## src/rtl/led_display_scanner.sv

```systemverilog
// Round-robin scanner that reads the 8-entry LED RAM and drives a multiplexed,
// active-low 8-digit 7-segment display. Optional macro HEX_DECODE_EN selects hex glyph decoding.
module led_display_scanner #(
   parameter int NUM_DIGITS   = 8,
   parameter int REFRESH_DIV  = 50000,
   parameter int BLANK_CYCLES = 16
) (
   input  logic       clk,
   input  logic       reset,
   input  logic       enable,
   output logic [2:0] read_address,
   input  logic [7:0] Read_Data,
   output logic [7:0] seg_n,
   output logic [7:0] an_n,
   output logic       frame_done
);

   localparam int CNT_MAX = (REFRESH_DIV > BLANK_CYCLES) ? REFRESH_DIV : BLANK_CYCLES;
   localparam int CW      = $clog2(CNT_MAX + 1);
   localparam logic [CW-1:0] SHOW_LAST  = CW'(REFRESH_DIV - 1);
   localparam logic [CW-1:0] BLANK_LAST = CW'((BLANK_CYCLES > 0) ? BLANK_CYCLES - 1 : 0);
   localparam logic [2:0]    LAST_DIGIT = 3'(NUM_DIGITS - 1);

   typedef enum logic [1:0] {IDLE, FETCH, BLANK, SHOW} state_t;

   state_t        state_q, state_d;
   logic [2:0]    digit_q, digit_d;
   logic [CW-1:0] counter_q, counter_d;
   logic [7:0]    seg_n_q, seg_n_d;
   logic [7:0]    an_n_q, an_n_d;
   logic          frame_done_q, frame_done_d;
   logic [7:0]    digit_sel;
   logic [7:0]    seg_latch;

`ifdef HEX_DECODE_EN
   logic [6:0] glyph;

   always_comb begin
      glyph = 7'h00;
      case (Read_Data[3:0])
         4'h0: glyph = 7'h3F;
         4'h1: glyph = 7'h06;
         4'h2: glyph = 7'h5B;
         4'h3: glyph = 7'h4F;
         4'h4: glyph = 7'h66;
         4'h5: glyph = 7'h6D;
         4'h6: glyph = 7'h7D;
         4'h7: glyph = 7'h07;
         4'h8: glyph = 7'h7F;
         4'h9: glyph = 7'h6F;
         4'hA: glyph = 7'h77;
         4'hB: glyph = 7'h7C;
         4'hC: glyph = 7'h39;
         4'hD: glyph = 7'h5E;
         4'hE: glyph = 7'h79;
         default: glyph = 7'h71;
      endcase
   end

   assign seg_latch = ~{Read_Data[7], glyph};
`else
   assign seg_latch = ~Read_Data;
`endif

   // Anode select is derived from the next digit so an_n lines up with the SHOW state.
   for (genvar gi = 0; gi < 8; gi++) begin : g_anode
      assign digit_sel[gi] = (digit_d == 3'(gi));
   end

   always_comb begin
      state_d      = state_q;
      digit_d      = digit_q;
      counter_d    = counter_q;
      seg_n_d      = seg_n_q;
      frame_done_d = 1'b0;

      if (!enable) begin
         state_d   = IDLE;
         digit_d   = 3'd0;
         counter_d = '0;
         seg_n_d   = 8'hFF;
      end else begin
         case (state_q)
            IDLE: begin
               state_d   = FETCH;
               digit_d   = 3'd0;
               counter_d = '0;
               seg_n_d   = 8'hFF;
            end
            FETCH: begin
               seg_n_d   = seg_latch;
               counter_d = '0;
               state_d   = (BLANK_CYCLES > 0) ? BLANK : SHOW;
            end
            BLANK: begin
               if (counter_q == BLANK_LAST) begin
                  counter_d = '0;
                  state_d   = SHOW;
               end else begin
                  counter_d = counter_q + CW'(1);
               end
            end
            SHOW: begin
               if (counter_q == SHOW_LAST) begin
                  counter_d    = '0;
                  digit_d      = digit_q + 3'd1;
                  frame_done_d = (digit_q == LAST_DIGIT);
                  state_d      = FETCH;
               end else begin
                  counter_d = counter_q + CW'(1);
               end
            end
            default: state_d = IDLE;
         endcase
      end

      an_n_d = (state_d == SHOW) ? ~digit_sel : 8'hFF;
   end

   always_ff @(posedge clk) begin
      if (reset) begin
         state_q      <= IDLE;
         digit_q      <= 3'd0;
         counter_q    <= '0;
         seg_n_q      <= 8'hFF;
         an_n_q       <= 8'hFF;
         frame_done_q <= 1'b0;
      end else begin
         state_q      <= state_d;
         digit_q      <= digit_d;
         counter_q    <= counter_d;
         seg_n_q      <= seg_n_d;
         an_n_q       <= an_n_d;
         frame_done_q <= frame_done_d;
      end
   end

   assign read_address = digit_q;
   assign seg_n        = seg_n_q;
   assign an_n         = an_n_q;
   assign frame_done   = frame_done_q;

endmodule

```

## config.mk

```make
export PLATFORM = sky130hd
export DESIGN_NAME = led_display_scanner
export DESIGN_NICKNAME = d
export VERILOG_FILES = /design/src/rtl/led_display_scanner.sv
export SDC_FILE = /design/constraint.sdc
export NUM_CORES = 1
export LEC_CHECK = 0
export BUFFER_PORTS_ARGS = -buffer_cell sky130_fd_sc_hd__buf_4
export CORE_ASPECT_RATIO = 1.2
export CORE_MARGIN = 4
export CORE_UTILIZATION = 50
export CTS_BUF_LIST = sky130_fd_sc_hd__clkbuf_8
export DETAILED_ROUTE_END_ITERATION = 7
export GPL_TIMING_DRIVEN = 0
export PLACE_DENSITY = 0.68
export SETUP_SLACK_MARGIN = 0.1
export SLEW_MARGIN = 20
export SYNTH_ARGS = -nofsm -noshare
export SYNTH_HDL_FRONTEND = slang
export SYNTH_SLANG_ARGS = --single-unit
```

## constraint.sdc

```tcl
create_clock -name clk -period 3 [get_ports clk]
set_input_delay 0.75 -clock clk [delete_from_list [all_inputs] [get_ports clk]]
set_output_delay 0.75 -clock clk [all_outputs]
set_load 0.02 [all_outputs]
```

# == Yosys cells after proc, flatten, opt, wreduce, memory -nomap -nowiden ==
# Index checks and enable logic that the tools add are counted.
# totals
romBits,0
input_bits,11
regBits,38
word_cells,46
mem_bits_rw,0
mem_count,0
latch_bits,0
# op_classes
n_div,0
n_eq_ne,14
n_mul,0
order_cmp,0
n_reduce_logical,7
n_bitwise,6
addsub,2
n_shift,0
n_mux,11
# ops
cell,n
16-bit case mux with 3 select lines,1
16-bit 2-to-1 mux,2
"16-bit by 1-bit adder with 16-bit output, second input constant",1
"16-bit equality test, second input constant",1
"16-bit by 4-bit equality test with 1-bit output, second input constant",1
8-bit inverter,2
8-bit case mux with 2 select lines,1
"3-bit equality test, second input constant",5
2-bit case mux with 4 select lines,1
"2-bit equality test, second input constant",3
"3-bit by 2-bit equality test with 1-bit output, second input constant",2
2-bit 2-to-1 mux,3
3-bit 2-to-1 mux,2
3-bit case mux with 2 select lines,1
2-bit OR reduction,3
1-bit inverter,4
4-bit OR reduction,1
"3-bit by 1-bit adder with 3-bit output, second input constant",1
"3-bit by 1-bit equality test with 1-bit output, second input constant",1
3-bit zero test,1
"2-bit by 1-bit equality test with 1-bit output, second input constant",1
2-bit zero test,1
2-bit nonzero test,1

# == Logic depth before layout (Yosys ltp) ==
# logic_depth
word_depth,7
depth_mapped,8
ltp_nobuf,7

# == Worst setup path after synthesis ==
# No wires, ideal clock.
# synth_path
kind,register -> register
from,register counter_q[11]
to,register an_n_q[2] (netlist: an_n[2])
stages_incl_launch_ff,7
path_slack_ns,0.741
t_arrival_ns,2.126
t_required_ns,2.867
cell_sequence,dfxtp_1 -> or4_4 -> or4_4 -> buf_6 -> and3_4 -> a311oi_4 -> nand3_1
# synth_between
elab_chain_cells,7
# synth_rtl
item,line_no,text
start: declaration,28,"logic [CW-1:0] counter_q, counter_d;"
start signal: assignment,131,counter_q <= counter_d;
16-bit equality test / 16-bit by 4-bit equality test with 1-bit output (equally long branches),"104, 96",
2-bit 2-to-1 mux (on tied branches),"104, 96",
2-bit case mux with 4 select lines,83,case (state_q)
2-bit 2-to-1 mux,77,if (!enable) begin
2-bit equality test,117,an_n_d = (state_d == SHOW) ? ~digit_sel : 8'hFF;
1-bit inverter (no source line),--,
2-bit OR reduction (no source line),--,
end signal: assignment,133,an_n_q <= an_n_d;
end: declaration,30,"logic [7:0] an_n_q, an_n_d;"
# Several ways; a longest one is shown, not always the timed one.
# A chain may end at the register's enable or synchronous reset.

# == Final worst setup path ==
# layout_path
from,register counter_q[10]
to,register an_n_q[3] (netlist: an_n[3])
# Same word-level chain as after synthesis.

==> impl_metrics.csv <==
group,metric,value,unit
layout,multi_input_area,947,um^2
power,leakagePower,0.802,nW
routing,drt_iter0_markers,69,
worst_setup_path,crit_fanout,9,
clocking,cts_max_path_buffers,2,
clocking,cts_buffers,5,
power,power_density,427,nW/um^2
timing,finalHoldViolations,0,
routing,wl_per_cell,13.3,um
routing,route.met2.wl,1910,um
logic_synthesis,syn-cell-area,1780,um^2
layout,register_area,761,um^2
logic_synthesis,ys_seq_elements,38,
routing,vias_per_cell,5.58,
logic_synthesis,synth_cell_types,45,
power,ir_drop,0.000239,V
clocking,cts_root_buf,"clkbuf_8",
clocking,clock-sinks,38,
timing,fmax,417,MHz
logic_synthesis,avgSynthCellArea,9.04,um^2
routing,dr_total_vias,1518,
layout,areaGrowthSynthToFinish,20.4,%
grt,antenna_found_initial,0,
worst_setup_path,rr_worst_depth,6,
logic_synthesis,synth-main-ff-cell,"dfxtp_1",
routing,drc,0,
routing,met3_length,210,um
timing,post-route-min-period,2.40,ns
place,dp_hpwl,2770,um
routing,top_layer_used,"met4",
timing,rsz0062_at_grt,"no",
clocking,hold_buffers,0,
worst_setup_path,crit_type,"reg2reg",
worst_setup_path,crit_required,3.15,ns
logic_synthesis,synth_area_leader_cell,"dfxtp_1",
layout,nNetsFinal,254,
clocking,clk-insertion-delay-late,0.28,ns
timing,setup_tns,0,ns
die,die_w,62.5,um
die,die-height,73.4,um
grt,grt_pass1_vias,1595,
logic_synthesis,synth_edf_count,0,
timing,drv_slew,0,
layout,n_antenna_cell,0,
grt,grt_usage,17.9,%
logic_synthesis,synth_cells,197,
logic_synthesis,yosys-top-cells-area,"dfxtp_1 43%, ha_1 6.3%, nand2_1 5.5%",
logic_synthesis,async_flop_share,0,%
place,place_congestion,0.917,
timing,fin_skew,0.00377,ns
routing,drtAntennaViolNets,0,
grt,grt_max_degree,12,
worst_setup_path,end_kind,"flip-flop",
clocking,cts_setup_buffers,0,
clocking,cts_tree,"built",
job,maxCapViolCount,0,
die,rows,23,
timing,worstMarginPinSlew,0.853,ns
die,initial_core_util,52.4,%
clocking,clk_pin_slew,0.07,ns
clocking,ctsResizeCount,0,
logic_synthesis,synth_warnings,0,
worst_hold_path,hp-class,"reg2reg",
timing,slew-limit-headroom,42.6,%
die,die_area,4580,um^2
die,io_pins,31,
routing,routed_wl,3630,um
worst_setup_path,worstSetupStartpointType,"flip-flop",
die,fp.coreArea,3400,um^2
logic_synthesis,synth_nets,217,
layout,nFillCells,275,
routing,drt_first_pass_iters,4,
worst_hold_path,min_path_cells,1,
clocking,htree_levels,2,
logic_synthesis,yosysMostFrequentCell,"dfxtp_1",
routing,drt-met1-wl,1430,um
worst_setup_path,worstPathArrival,2.55,ns
layout,drive_above_1_share,20.0,%
timing,fin_crit_sh,80.0,%
logic_synthesis,synth_top_area_share,42.7,%
status,outcome,"complete, no violations",
timing,setup_viol,0,
place,io_buffers,30,
logic_synthesis,synth_common_cells,"38 x dfxtp_1, 26 x nand2_1, 24 x nor2_1",
logic_synthesis,ys_seq_area_share,42.7,%
grt,overflow,0,
timing,whs,0.469,ns
grt,grt_pass1_wl,6660,um
==> metrics by stage <==
stage / instance area [um^2] / util, % / worst slack (ns) / power, mW / instances
after CTS: 2140 / 63.1 / 0.595 / 0.930 / 272
after detailed placement: 2050 / 60.4 / 0.608 / 0.580 / 264
after floorplan: 1780 / - / 0.741 / 0.557 / 197
final: 2140 / 63.1 / 0.599 / 0.916 / 272
after global placement: 2050 / 60.4 / 0.653 / 0.577 / 264
after global routing: 2140 / 63.1 / 0.520 / 0.960 / 272
==> path summary, 6_finish.rpt <==
check / startpoint / endpoint / slack (ns)
setup / recovery: counter_q[10]$_SDFF_PP0_ / an_n[3]$_SDFF_PP1_ / 0.60
setup reg to reg: counter_q[10]$_SDFF_PP0_ / an_n[3]$_SDFF_PP1_ / 0.60
hold reg to reg: counter_q[0]$_SDFF_PP0_ / counter_q[0]$_SDFF_PP0_ / 0.47
hold / removal: counter_q[0]$_SDFF_PP0_ / counter_q[0]$_SDFF_PP0_ / 0.47
==> flip-flops by register name, indices dropped and copies added (netlist names) <==
| signal | cells |
|---|---|
| frame_done | 1 |
| an_n | 8 |
| counter_q | 16 |
| seg_n | 8 |
| read_address | 3 |
| state_q | 2 |
==> critical path, stage by stage, from the launching register on <==
cell,delay [ns]
dfxtp_1,0.36
or4_4,0.54
or4_4,0.54
buf_6,0.15
and3_4,0.19
a311oi_4,0.35
nand3_1,0.12
==> where the power goes <==
part	leakage, nW	total, mW	internal (mW)	switching (mW)
clock	0.0524	0.347	0.182	0.166
sequential	0.307	0.512	0.508	0.00335
combinational	0.442	0.0566	0.0240	0.0326
total	0.802	0.916	0.714	0.202
==> cell families after synthesis <==
group	Yosys count	synth area share, %
AOI/OAI and AO/OA	22	10.9
xor gates and xnor gates	14	6.89
adders and majority gates	9	6.32
buffers and inverters	15	4.08
DFF	38	42.7
muxes	2	1.12
and+or+nand+nor	97	28.0
==> layer usage <==
layer / vias up / GRT usage (%)
met1: 691 / 18.4
met2: 50 / 32.9
li1: 768 / -
met5: - / 0
met4: 0 / 10.8
met3: 9 / 4.28
==> placed cells by master, fill, tap and decap left out, types with 2 or more instances in the layout <==
| cell | n |
|---|---|
| and4_1 | 3 |
| nor2_1 | 24 |
| ha_1 | 9 |
| inv_1 | 6 |
| xor2_1 | 6 |
| nor4_1 | 3 |
| nor2b_1 | 2 |
| clkbuf_1 | 6 |
| buf_4 | 30 |
| mux2i_1 | 2 |
| nand2b_1 | 2 |
| o22ai_1 | 2 |
| nand2_1 | 26 |
| nor3b_1 | 2 |
| o31ai_1 | 8 |
| nand4_1 | 9 |
| nor3_1 | 2 |
| or4_4 | 2 |
| nand3_1 | 12 |
| xnor2_1 | 8 |
| buf_6 | 2 |
| clkbuf_8 | 6 |
| dfxtp_1 | 38 |
==> final cells by class <==
class,count,share of cell area (%)
tap,37,2.16
sequential,38,35.5
inverter,5,0.876
multi-input combinational,144,44.2
clock inverter,2,0.409
buffer,10,2.51
timing repair buffer,30,10.5
clock buffer,6,3.85
(Power assumes the default switching activity.)
